===== src/rtl/gate_sweep_pkg.sv =====
// Shared types and constants for the gate sweep sequencer.
package gate_sweep_pkg;

  typedef enum logic [1:0] {
    ST_IDLE   = 2'd0,
    ST_SETTLE = 2'd1,
    ST_SAMPLE = 2'd2,
    ST_DONE   = 2'd3
  } state_t;

  // Truth tables: bit i is the expected y for {a,b} == i.
  localparam logic [3:0] TT_NAND = 4'b0111;
  localparam logic [3:0] TT_AND  = 4'b1000;
  localparam logic [3:0] TT_OR   = 4'b1110;
  localparam logic [3:0] TT_NOR  = 4'b0001;
  localparam logic [3:0] TT_XOR  = 4'b0110;
  localparam logic [3:0] TT_XNOR = 4'b1001;

  // Settle wait is 0..255 cycles.
  localparam int SETTLE_CNT_W = $clog2(256);

endpackage


===== src/rtl/gate_sweep_ctrl_if.sv =====
// Stimulus/result bundle between the sweep sequencer and its user.
interface gate_sweep_ctrl_if;
  logic       start;
  logic       abort;
  logic       y;
  logic       a;
  logic       b;
  logic       busy;
  logic       done;
  logic       pass;
  logic [3:0] fail_mask;
  logic [1:0] vec_idx;

  modport master (
    output start, abort, y,
    input  a, b, busy, done, pass, fail_mask, vec_idx
  );

  modport slave (
    input  start, abort, y,
    output a, b, busy, done, pass, fail_mask, vec_idx
  );
endinterface


===== src/rtl/gate_sweep_settle_cnt.sv =====
// Settle timer: counts up from 0 after a load, flags the last settle cycle.
module gate_sweep_settle_cnt
  import gate_sweep_pkg::*;
#(
  parameter int LAST = 0
) (
  input  logic clk,
  input  logic rst_n,
  input  logic load_i,
  input  logic en_i,
  output logic tc_o
);

  localparam logic [SETTLE_CNT_W-1:0] LAST_CNT = SETTLE_CNT_W'(LAST);

  logic [SETTLE_CNT_W-1:0] cnt_q, cnt_d;

  // Load wins over enable so every entry into SETTLE starts from zero.
  always_comb begin
    cnt_d = cnt_q;
    if (load_i)    cnt_d = '0;
    else if (en_i) cnt_d = cnt_q + 1'b1;
  end

  // Counter register.
  always_ff @(posedge clk or negedge rst_n) begin
    if (!rst_n) cnt_q <= '0;
    else        cnt_q <= cnt_d;
  end

  assign tc_o = (cnt_q == LAST_CNT);

endmodule


===== src/rtl/gate_sweep_ctrl.sv =====
// Clocked exhaustive checker for a 2-input gate: sweeps {a,b} 00..11,
// samples y after a settle delay and accumulates per-vector mismatches.
//
//   state  | meaning
//   IDLE   | a=b=0, results held, waiting for start
//   SETTLE | vector applied, waiting SETTLE_CYCLES cycles
//   SAMPLE | one cycle; y compared at the closing edge
//   DONE   | one cycle; done pulse, pass valid
module gate_sweep_ctrl
  import gate_sweep_pkg::*;
#(
  parameter int         SETTLE_CYCLES = 1,
  parameter logic [3:0] TRUTH         = TT_NAND
) (
  input  logic              clk,
  input  logic              rst_n,
  gate_sweep_ctrl_if.slave  bus
);

  // With no settle time each vector goes straight to its sample cycle.
  localparam state_t FIRST_ST = (SETTLE_CYCLES == 0) ? ST_SAMPLE : ST_SETTLE;
  localparam int     LAST     = (SETTLE_CYCLES == 0) ? 0 : SETTLE_CYCLES - 1;

  state_t     state_q, state_d;
  logic [1:0] vec_q, vec_d;
  logic [3:0] mask_q, mask_d;
  logic       pass_q, pass_d;
  logic       a_q, b_q, busy_q, done_q;
  logic       busy_d, done_d;
  logic [1:0] ab_d;
  logic       settle_load, settle_en, settle_tc;

  gate_sweep_settle_cnt #(.LAST(LAST)) u_settle_cnt (
    .clk    (clk),
    .rst_n  (rst_n),
    .load_i (settle_load),
    .en_i   (settle_en),
    .tc_o   (settle_tc)
  );

  // Next-state, scoreboard update, and next values of the registered outputs.
  always_comb begin
    state_d = state_q;
    vec_d   = vec_q;
    mask_d  = mask_q;
    pass_d  = pass_q;
    case (state_q)
      ST_IDLE: begin
        if (bus.start && !bus.abort) begin
          vec_d   = 2'd0;
          mask_d  = 4'd0;
          pass_d  = 1'b0;
          state_d = FIRST_ST;
        end
      end
      ST_SETTLE: begin
        if (bus.abort)      state_d = ST_IDLE;
        else if (settle_tc) state_d = ST_SAMPLE;
      end
      ST_SAMPLE: begin
        if (bus.abort) begin
          state_d = ST_IDLE;
        end else begin
          // !== so that an undriven or X y counts as a mismatch.
          if (bus.y !== TRUTH[vec_q]) mask_d[vec_q] = 1'b1;
          if (vec_q == 2'd3) begin
            // pass is registered on the way into DONE so it is valid with done.
            pass_d  = ~|mask_d;
            state_d = ST_DONE;
          end else begin
            vec_d   = vec_q + 2'd1;
            state_d = FIRST_ST;
          end
        end
      end
      ST_DONE: state_d = ST_IDLE;
      default: state_d = ST_IDLE;
    endcase

    busy_d      = (state_d == ST_SETTLE) || (state_d == ST_SAMPLE);
    done_d      = (state_d == ST_DONE);
    ab_d        = busy_d ? vec_d : 2'b00;
    settle_load = (state_d == ST_SETTLE) && (state_q != ST_SETTLE);
    settle_en   = (state_q == ST_SETTLE);
  end

  // State and output registers.
  always_ff @(posedge clk or negedge rst_n) begin
    if (!rst_n) begin
      state_q <= ST_IDLE;
      vec_q   <= 2'd0;
      mask_q  <= 4'd0;
      pass_q  <= 1'b0;
      a_q     <= 1'b0;
      b_q     <= 1'b0;
      busy_q  <= 1'b0;
      done_q  <= 1'b0;
    end else begin
      state_q <= state_d;
      vec_q   <= vec_d;
      mask_q  <= mask_d;
      pass_q  <= pass_d;
      a_q     <= ab_d[1];
      b_q     <= ab_d[0];
      busy_q  <= busy_d;
      done_q  <= done_d;
    end
  end

  assign bus.a         = a_q;
  assign bus.b         = b_q;
  assign bus.busy      = busy_q;
  assign bus.done      = done_q;
  assign bus.pass      = pass_q;
  assign bus.fail_mask = mask_q;
  assign bus.vec_idx   = vec_q;

endmodule


===== src/flat_wrapper.sv =====
// flat-port wrapper written by rule: the top's interface ports become plain ports
module gate_sweep_ctrl_flat import gate_sweep_pkg::*;
#(
  parameter int         SETTLE_CYCLES = 1,
  parameter logic [3:0] TRUTH         = TT_NAND
)
  (clk, rst_n, bus_start, bus_abort, bus_y, bus_a, bus_b, bus_busy, bus_done, bus_pass, bus_fail_mask, bus_vec_idx);
  gate_sweep_ctrl_if bus_i ();
  input  logic clk;
  input  logic rst_n;
  input wire logic [$bits(bus_i.start)-1:0] bus_start;
  input wire logic [$bits(bus_i.abort)-1:0] bus_abort;
  input wire logic [$bits(bus_i.y)-1:0] bus_y;
  output wire logic [$bits(bus_i.a)-1:0] bus_a;
  output wire logic [$bits(bus_i.b)-1:0] bus_b;
  output wire logic [$bits(bus_i.busy)-1:0] bus_busy;
  output wire logic [$bits(bus_i.done)-1:0] bus_done;
  output wire logic [$bits(bus_i.pass)-1:0] bus_pass;
  output wire logic [$bits(bus_i.fail_mask)-1:0] bus_fail_mask;
  output wire logic [$bits(bus_i.vec_idx)-1:0] bus_vec_idx;
  assign bus_i.start = bus_start;
  assign bus_i.abort = bus_abort;
  assign bus_i.y = bus_y;
  assign bus_a = bus_i.a;
  assign bus_b = bus_i.b;
  assign bus_busy = bus_i.busy;
  assign bus_done = bus_i.done;
  assign bus_pass = bus_i.pass;
  assign bus_fail_mask = bus_i.fail_mask;
  assign bus_vec_idx = bus_i.vec_idx;
  gate_sweep_ctrl #(.SETTLE_CYCLES(SETTLE_CYCLES), .TRUTH(TRUTH)) u_core (.clk(clk), .rst_n(rst_n), .bus(bus_i));
endmodule

===== config.mk =====
export PLATFORM = sky130hd
export DESIGN_NAME = gate_sweep_ctrl_flat
export DESIGN_NICKNAME = d
export VERILOG_FILES = /design/src/rtl/gate_sweep_pkg.sv /design/src/rtl/gate_sweep_ctrl_if.sv /design/src/rtl/gate_sweep_settle_cnt.sv /design/src/rtl/gate_sweep_ctrl.sv /design/src/flat_wrapper.sv
export SDC_FILE = /design/constraint.sdc
export NUM_CORES = 1
export LEC_CHECK = 0
export CAP_MARGIN = 10
export CORE_ASPECT_RATIO = 1.75
export CORE_MARGIN = 2
export CORE_UTILIZATION = 25
export DETAILED_ROUTE_END_ITERATION = 6
export DONT_BUFFER_PORTS = 1
export PLACE_DENSITY = 0.49
export SKIP_LAST_GASP = 1
export SLEW_MARGIN = 5
export SYNTH_ARGS = -nofsm -noshare
export SYNTH_HDL_FRONTEND = slang
export SYNTH_SLANG_ARGS = --single-unit

===== constraint.sdc =====
create_clock -name clk -period 2.25 [get_ports clk]
set_clock_uncertainty 0.15 [all_clocks]
set_input_delay 0.675 -clock clk [delete_from_list [all_inputs] [get_ports clk]]
set_output_delay 0.675 -clock clk [all_outputs]
set_load 0.05 [all_outputs]

; After elaboration in Yosys (flattened, before gate mapping)
; Index checks and enable logic that the tools add are counted.
[classes]
add_sub_neg = 2
n_mul = 0
div_mod_pow = 0
n_lt_le_gt_ge = 2
eq_ne = 12
shifts = 0
mux = 27
bitwise_logic = 1
reduce_logical = 13
[ops]
columns = operator, count
row1 = two-way mux 4 bit, 5
row2 = two-way mux 2 bit, 9
row3 = two-way mux 8 bit, 2
row4 = "equality test 2 bit, second input constant", 5
row5 = "adder 8 x 1 -> 8 bit, second input constant", 1
row6 = logical NOT 8 bit, 1
row7 = one-hot mux 2 bit (4 select lines), 1
row8 = one-hot mux 4 bit (2 select lines), 1
row9 = "inequality test 2 x 1 -> 1 bit, second input constant", 3
row10 = two-way mux 1 bit, 5
row11 = "equality test 2 x 1 -> 1 bit, second input constant", 2
row12 = OR 4 bit, 1
row13 = one-hot mux 2 bit (2 select lines), 1
row14 = AND reduction 4 bit, 1
row15 = nonzero test 2 bit, 2
row16 = OR reduction 4 bit, 1
row17 = logical AND 1 bit, 3
row18 = "less-than comparator 2 x 3 -> 1 bit, second input constant", 1
row19 = AND reduction 3 bit, 1
row20 = "adder 2 x 1 -> 2 bit, second input constant", 1
row21 = binary-select mux 1 bit (select 2 bit), 1
row22 = demux 1 bit (select 2 bit), 1
row23 = ">= comparator 2 x 1 -> 1 bit, second input constant", 1
row24 = logical NOT 1 bit, 2
row25 = 5 further kinds, 5
[word_totals]
regBits = 21
latch_bits = 0
ramBits = 0
mem_bits_ro = 0
input_bits = 5
output_inout_bits = 11
wordCells = 66
mem_count = 0

; Longest topological paths before layout
; Gate-level depths: netlist (run 1).
[logic_depth]
depth_word = 13
ltp_mapped = 8
mapped_depth_nobuf = 7

; Cells and area by module
; Synthesis (run 1) repeated with hierarchy kept, for this count alone.
[unflattened]
hier_cells = 103
hier_area_um2 = 1046.0
[by_module_without_submodules]
columns = mod, instances, cells_per_inst, area_each_um2, seq_area_each_um2
row1 = gate_sweep_ctrl, 1, 62, 634.4, 325.3
row2 = gate_sweep_settle_cnt, 1, 41, 411.6, 200.2

; Least setup slack after synthesis (run 1)
; Ideal clock, no wire load.
[synth_timing]
path_type = reg-to-reg
from = register u_core.vec_q[1] (netlist: u_core.bus.vec_idx[1])
to = register u_core.u_settle_cnt.cnt_q[2]
setup_time_ns = 0.079
arrival_time_ns = 1.993
required_time_ns = 2.021
path_slack_ns = 0.027
path_stages_with_launch = 8
path_buffers = 1
synth_period_minus_slack_ns = 2.223
cell_sequence = dfrtp_1 -> clkbuf_1 -> nand3_1 -> or2_1 -> a21o_1 -> ha_1 -> mux2_2 -> mux2i_1
[synth_between]
elab_chain_cells = 7
word_cells_on_any_way = 8
cone_classes = eq/ne (2) / mux (4) / reduce/logical (2)
[synth_rtl]
columns = element, line_no
row1 = start: declaration, gate_sweep_ctrl.sv:25  ; logic [1:0] vec_q, vec_d;
row2 = start signal: assignment, gate_sweep_ctrl.sv:100  ; vec_q <= vec_d;
row3 = equality test 2 bit (*), gate_sweep_ctrl.sv:66  ; if (vec_q == 2'd3) begin
row4 = two-way mux 2 bit (*), gate_sweep_ctrl.sv:66
row5 = two-way mux 2 bit (*), gate_sweep_ctrl.sv:61  ; if (bus.abort) begin
row6 = one-hot mux 2 bit (4 select lines) (*), gate_sweep_ctrl.sv:47  ; case (state_q)
row7 = equality test 2 x 1 -> 1 bit (*), gate_sweep_ctrl.sv:83  ; settle_load = (state_d == ST_SETTLE) && (state_q != ST_SETTLE);
row8 = logical AND 1 bit (*), gate_sweep_ctrl.sv:83
row9 = two-way mux 8 bit or nonzero test 2 bit (tied branches), -
row10 = end signal: assignment, gate_sweep_settle_cnt.sv:28  ; else cnt_q <= cnt_d;
row11 = end: declaration, gate_sweep_settle_cnt.sv:16  ; logic [SETTLE_CNT_W-1:0] cnt_q, cnt_d;
; Mark *: on every way between the ends. The rest lies on a longest branch, timed or not.
; A chain may end at the register's enable or synchronous reset.

; Final worst setup path (run 1)
[layout_timing]
from = register u_core.u_settle_cnt.cnt_q[4]
to = register u_core.u_settle_cnt.cnt_q[2]
[layout_between]
elab_chain_cells = 7
word_cells_on_any_way = 8
cone_classes = eq/ne (1) / mux (4) / reduce/logical (3)
[layout_rtl]
columns = element, line_no
row1 = logical NOT 8 bit (*), gate_sweep_settle_cnt.sv:31  ; assign tc_o = (cnt_q == LAST_CNT);
row2 = two-way mux 2 bit (*), gate_sweep_ctrl.sv:58  ; else if (settle_tc) state_d = ST_SAMPLE;
row3 = two-way mux 2 bit (*), gate_sweep_ctrl.sv:57  ; if (bus.abort) state_d = ST_IDLE;
row4 = one-hot mux 2 bit (4 select lines) (*), gate_sweep_ctrl.sv:47
row5 = equality test 2 x 1 -> 1 bit (*), gate_sweep_ctrl.sv:83
row6 = logical AND 1 bit (*), gate_sweep_ctrl.sv:83
row7 = two-way mux 8 bit or nonzero test 2 bit (tied branches), -
; Marks and branches as above.

==> impl_metrics.env, run 1 <==
export IMPL_r2r_start="u_core.u_settle_cnt.cnt_q[4]"
export IMPL_numCtsBuffers=3
export IMPL_track_usage=0.116
export IMPL_clkSinkCount=21
export IMPL_post_cts_resized=0
export IMPL_holdPathStages=1
export IMPL_clk_pin_slew_ns=0.08
export IMPL_setup_viol=0
export IMPL_gp_congestion=0.875
export IMPL_cts_root_buf="clkbuf_8"
export IMPL_io_buffers=0
export IMPL_critPathCaptureType="register"
export IMPL_grt_pass1_wl_mm=4.28
export IMPL_seqCellArea_um2=526
export IMPL_clock_path_buffers=2
export IMPL_r2r_slack_ns=0.20
export IMPL_nets=125
export IMPL_final_common_cell="dfrtp_1"
export IMPL_grt_max_degree=22
export IMPL_multiInputGateArea_um2=515
export IMPL_clk_latency_ns=0.26
export IMPL_finalHoldViolations=0
export IMPL_rows=31
export IMPL_p_leak_nw=0.562
export IMPL_syn_area_per_cell_um2=10.1
export IMPL_worst_pin_slew_ns=0.971
export IMPL_async_reset_ff_frac=1.00
export IMPL_power_density_nw_per_um2=1010
export IMPL_slew_viol_final=0
export IMPL_crit_fanout=6
export IMPL_synth_seq_cells=21
export IMPL_grt_pass1_vias=921
export IMPL_hold_class="in2reg"
export IMPL_max_slew_margin=0.350
export IMPL_drc=0
export IMPL_final_area_um2=1230
export IMPL_syn_cell_area_um2=1090
export IMPL_timing_rr_end="u_core.u_settle_cnt.cnt_q[2]"
export IMPL_synth_edf_count=0
export IMPL_first_pass_iters=5
export IMPL_antenna_cells=0
export IMPL_fp_coreArea_um2=4150
export IMPL_fin_setup_tns_ns=0
export IMPL_areaGrowthSynthToFinish_pct=13.1
export IMPL_critical_path_startpoint="u_core.u_settle_cnt.cnt_q[4]"
export IMPL_vias_per_cell=5.24
export IMPL_reg2reg_depth=6
export IMPL_vias=859
export IMPL_initial_core_util=0.263
export IMPL_die_h_um=91.4
export IMPL_yosysWarningCount=0
export IMPL_cts_tree="yes"
export IMPL_timing_final_crit_share=0.911
export IMPL_ys_types=39
export IMPL_run_status="finished clean"
export IMPL_dieArea_um2=4930
export IMPL_fillCellCount=426
export IMPL_wl_mm=2.44
export IMPL_io_pins=16
export IMPL_drive_gt1_frac=0.157
export IMPL_period_needed_ns=2.05
export IMPL_start_kind="register"
export IMPL_routedWlPerCell_um=14.8
export IMPL_most_common_layout_cells="dfrtp_1, a21oi_1, nor2_1, buf_4, inv_1"
export IMPL_peakVddDrop_v=0.000447
export IMPL_cp_arrival_ns=2.09
export IMPL_drt_iter0_drc=15
export IMPL_worst_hold_startpoint="bus_abort"
export IMPL_die_x_um=53.9
export IMPL_dpl_cell_area_um2=1180
export IMPL_antenna_found_initial=0
export IMPL_rsz0062_at_grt="no"
export IMPL_seq_area_frac_synth=0.482
export IMPL_grt_remaining_overflow=0
export IMPL_fmax_mhz=488
export IMPL_netlist_instances=108
export IMPL_worstPathRequired_ns=2.29
export IMPL_hpwlAfterDp_mm=1.88
export IMPL_hold_end="u_core.state_q[1]"
export IMPL_drv_cap=0
export IMPL_syn_num_nets=117
export IMPL_crit_type="reg2reg"
export IMPL_postRouteAntennaNets=0
export IMPL_htreeDepth=1
export IMPL_synth_ff_type="dfrtp_1"
## report_power, final
part           switching (mW)  internal (mW)  total [mW]
logic                   0.235          0.174       0.410
registers               0.145          0.451       0.595
clock network           0.124          0.123       0.247
total                   0.504          0.748        1.25
## what timing repair did
action | 4_1_cts | 5_1_grt
hold endpoints to repair | 21 | 0
buffers inserted | 0 | 0
hold buffers | 1 | 0
## routing by layer
metal / up-vias / global-route usage / wire, um
met2: 21 / 0.206 / 1380
li1: 404 / - / -
met1: 430 / 0.128 / 910
met5: - / 0 / 0
met3: 4 / 0.0230 / 112
met4: 0 / 0.0406 / 30
## worst max-delay path by stage
stage / cells after the start / to
2_1_floorplan: 7 / u_core.u_settle_cnt.cnt_q[2]
3_3_place_gp: 6 / u_core.u_settle_cnt.cnt_q[6]
3_5_place_dp: 6 / u_core.u_settle_cnt.cnt_q[7]
4_1_cts: 7 / u_core.u_settle_cnt.cnt_q[3]
5_1_grt: 7 / u_core.u_settle_cnt.cnt_q[3]
6_report: 6 / u_core.u_settle_cnt.cnt_q[2]
## state kept, by name, summed over array words and instances, names as in the netlist
signal	cells
u_core.bus.b	1
u_core.bus.vec_idx	2
u_core.bus.fail_mask	4
u_core.bus.done	1
u_core.bus.busy	1
u_core.bus.pass	1
u_core.u_settle_cnt.cnt_q	8
u_core.state_q	2
u_core.bus.a	1
## cell families after synthesis
logic type	synth area share
flip-flops	0.482
XOR/XNOR	0.00803
multiplexers	0.0390
AO/OA/AOI/OAI	0.192
AND/OR/NAND/NOR	0.188
buffers and inverters	0.0459
adder cells (fa/ha/maj)	0.0459
## critical path: stages (launching register included)
cell and delay, ns:
dfrtp_1 0.43, nor4_1 0.38, nand4_1 0.17, a21o_1 0.19, ha_1 0.24, mux2_2 0.28
mux2i_1 0.13
## cell type report
class,count,area share
clock buffers,3,0.0335
clock inverters,1,0.00406
inverters,6,0.0183
multi-input cells,76,0.418
flip-flops and latches,21,0.426
well taps,49,0.0497
repair buffers,8,0.0507
## through the flow
| stage | cells | hold WS [ns] | power [mW] | util | setup slack (ns) |
|---|---|---|---|---|---|
| floorplan | 108 | 0.229 | 0.886 | - | 0.0272 |
| global placement | 159 | 0.230 | 0.997 | 0.284 | 0.162 |
| detailed placement | 159 | 0.230 | 1.01 | 0.284 | 0.119 |
| finish | 164 | 0.349 | 1.25 | 0.297 | 0.199 |
| CTS | 164 | 0.343 | 1.27 | 0.297 | 0.189 |
| global route | 164 | 0.333 | 1.35 | 0.297 | 0.0310 |
## Yosys cell counts, types with 2 or more instances
master / instances / area (um2)
dfrtp_1: 21 / 526
a21oi_1: 8 / 40.0
nor2_1: 7 / 26.3
inv_1: 6 / 22.5
nand2_1: 5 / 18.8
a31oi_1: 4 / 25.0
ha_1: 4 / 50.1
nand2b_1: 4 / 25.0
o21ai_0: 4 / 20.0
a22o_1: 3 / 26.3
clkbuf_1: 3 / 11.3
nand3_1: 3 / 15.0
nand3b_1: 3 / 22.5
a21o_1: 2 / 15.0
a31o_2: 2 / 17.5
and3_1: 2 / 12.5
mux2i_1: 2 / 20.0
nor4_1: 2 / 12.5
o31ai_1: 2 / 15.0
or2_1: 2 / 12.5
(Power assumes the default switching activity.)
==> inputs of run 2 (changes only) <==
--- a/config.mk
+++ b/config.mk
@@ -9,8 +9,10 @@
 export CORE_ASPECT_RATIO = 1.75
 export CORE_MARGIN = 2
 export CORE_UTILIZATION = 25
+export CTS_CLUSTER_DIAMETER = 150
 export DETAILED_ROUTE_END_ITERATION = 6
 export DONT_BUFFER_PORTS = 1
+export HOLD_SLACK_MARGIN = 0.15
 export PLACE_DENSITY = 0.49
 export SKIP_LAST_GASP = 1
 export SLEW_MARGIN = 5
==> results of run 2 <==
Same layout as run 1: the final DEF is identical, and so are final timing and power.
==> inputs of run 3 (changes only) <==
--- a/config.mk
+++ b/config.mk
@@ -5,15 +5,15 @@
 export SDC_FILE = /design/constraint.sdc
 export NUM_CORES = 1
 export LEC_CHECK = 0
+export ABC_CLOCK_PERIOD_IN_PS = 2250
 export CAP_MARGIN = 10
 export CORE_ASPECT_RATIO = 1.75
 export CORE_MARGIN = 2
 export CORE_UTILIZATION = 25
 export CTS_CLUSTER_DIAMETER = 150
 export DETAILED_ROUTE_END_ITERATION = 6
-export DONT_BUFFER_PORTS = 1
 export HOLD_SLACK_MARGIN = 0.15
-export PLACE_DENSITY = 0.49
+export PLACE_DENSITY = 0.54
 export SKIP_LAST_GASP = 1
 export SLEW_MARGIN = 5
 export SYNTH_ARGS = -nofsm -noshare
==> run 3 against run 2 <==
  * Power grew 9.2%
  * Clock power is essentially flat
  * Global-route usage decreased by 0.41 points
  * Wire length fell by 0.33%
==> impl_metrics.env, run 3 (same netlist as run 1, synthesis figures left out) <==
export IMPL_slew_viol_final=0
export IMPL_io_buffers=15
export IMPL_timing_rr_end="u_core.u_settle_cnt.cnt_q[2]"
export IMPL_areaGrowthSynthToFinish_pct=31.9
export IMPL_initial_core_util=0.263
export IMPL_fmax_mhz=458
export IMPL_hold_end="u_core.bus.pass"
export IMPL_drive_gt1_frac=0.267
export IMPL_p_leak_nw=0.666
export IMPL_rsz0062_at_grt="no"
export IMPL_grt_pass1_wl_mm=4.15
export IMPL_vias=904
export IMPL_worstPathRequired_ns=2.25
export IMPL_clkSinkCount=21
export IMPL_drt_iter0_drc=9
export IMPL_post_cts_setup_buffers=0
export IMPL_clk_latency_ns=0.26
export IMPL_htreeDepth=1
export IMPL_cpLargestDelayFamily="buffers and inverters"
export IMPL_period_needed_ns=2.19
export IMPL_r2r_start="u_core.u_settle_cnt.cnt_q[4]"
export IMPL_final_area_um2=1440
export IMPL_max_stage_delay_ns=0.48
export IMPL_post_place_ws_ns=-0.314
export IMPL_vias_per_cell=4.91
export IMPL_cp_arrival_ns=2.18
export IMPL_crit_chain="clkdlybuf4s50_1 -> nor2_1 -> or2_2 -> a21oi_4 -> ha_4 -> mux2i_1 -> a22o_1"
export IMPL_drc=0
export IMPL_fp_coreArea_um2=4150
export IMPL_die_x_um=53.9
export IMPL_final_common_cell="buf_4"
export IMPL_gp_congestion=0.841
export IMPL_rows=31
export IMPL_postRouteAntennaNets=0
export IMPL_grt_remaining_overflow=0
export IMPL_dpl_cell_area_um2=1370
export IMPL_nets=145
export IMPL_dieArea_um2=4930
export IMPL_critPathCaptureType="register"
export IMPL_r2r_slack_ns=0.18
export IMPL_top_register="u_core.u_settle_cnt.cnt_q"
export IMPL_holdPathStages=1
export IMPL_numCtsBuffers=3
export IMPL_io_pins=16
export IMPL_cts_root_buf="clkbuf_8"
export IMPL_reg2reg_depth=6
export IMPL_die_h_um=91.4
export IMPL_wl_mm=2.43
export IMPL_antenna_found_initial=0
export IMPL_finalHoldViolations=0
export IMPL_max_slew_margin=0.726
export IMPL_worst_pin_slew_ns=0.407
export IMPL_cp_num_buf_inv=1
export IMPL_routedWlPerCell_um=13.2
export IMPL_fillCellCount=421
export IMPL_largest_reg_flops=8
export IMPL_worst_hold_startpoint="u_core.bus.pass"
export IMPL_cts_tree="yes"
export IMPL_critical_path_slowest_cell="clkdlybuf4s50_1"
export IMPL_setup_viol=0
export IMPL_grt_pass1_vias=940
export IMPL_clk_pin_slew_ns=0.07
export IMPL_setup_slack_ns=0.0648
export IMPL_crit_fanout=6
export IMPL_run_status="finished clean"
export IMPL_hpwlAfterDp_mm=1.88
export IMPL_power_density_nw_per_um2=950
export IMPL_drv_cap=0
export IMPL_hold_class="reg2reg"
export IMPL_ctsHoldBuffers=0
export IMPL_start_kind="primary input"
export IMPL_first_pass_iters=4
export IMPL_grt_max_degree=22
export IMPL_peakVddDrop_v=0.000413
export IMPL_clock_path_buffers=2
export IMPL_most_common_layout_cells="buf_4, dfrtp_1, nor2_1, a21oi_1, inv_1"
export IMPL_antenna_cells=0
export IMPL_crit_type="in2reg"
export IMPL_timing_final_crit_share=0.971
export IMPL_track_usage=0.112
## run 3: worst max path at each step
stage	start	to	slack, ns	depth (start not counted)
5_1_grt	bus_start	u_core.u_settle_cnt.cnt_q[3]	0.02	7
2_1_floorplan	u_core.bus.vec_idx[1]	u_core.u_settle_cnt.cnt_q[2]	0.03	7
4_1_cts	bus_start	u_core.u_settle_cnt.cnt_q[3]	0.03	7
3_3_place_gp	bus_start	u_core.u_settle_cnt.cnt_q[3]	-0.26	7
6_report	bus_start	u_core.u_settle_cnt.cnt_q[3]	0.06	7
3_5_place_dp	bus_start	u_core.u_settle_cnt.cnt_q[3]	-0.31	7
## run 3: area by class of cell
cell class | instances | area [um2] | share of cell area
clock buffer | 4 | 45.0 | 0.0313
timing repair buffer | 28 | 245 | 0.170
tap | 49 | 61.3 | 0.0426
sequential | 21 | 526 | 0.365
inverter | 6 | 22.5 | 0.0157
multi-input combinational | 76 | 539 | 0.375
## run 3: per-layer routing
layer | routed length (um) | global-route usage | vias up
met1 | 875 | 0.118 | 443
met4 | 23 | 0.0385 | 0
met2 | 1460 | 0.209 | 18
li1 | - | - | 439
met5 | 0 | 0 | -
met3 | 67 | 0.0148 | 4
## run 3: per-stage QoR
step,power (mW),hold WS (ns),utilization,std cells,setup TNS (ns)
after detailed placement,1.11,0.343,0.330,180,-2.92
after global routing,1.45,0.392,0.347,184,0
after global placement,1.09,0.338,0.330,180,-2.47
final,1.37,0.351,0.347,184,0
after CTS,1.36,0.360,0.342,184,0
after floorplan,0.886,0.229,-,108,0
## run 3: where the power goes
| group | switching [mW] | internal [mW] | total [mW] |
|---|---|---|---|
| Clock | 0.118 | 0.126 | 0.244 |
| Sequential | 0.0835 | 0.452 | 0.535 |
| Combinational | 0.321 | 0.267 | 0.588 |
| Total | 0.522 | 0.845 | 1.37 |
## run 3: timing repair
action,4_1_cts,5_1_grt
pin swaps,1,0
endpoints found under the setup margin,5,6
cloned,0,0
resized for setup,2,2
## run 3: worst reg2reg max path, cell delays in order (launching register included)
cell and delay (ns):
dfrtp_1 0.43, nor4_1 0.42, nand4_1 0.20, a21o_1 0.23, ha_4 0.18, mux2_2 0.25
mux2i_1 0.13
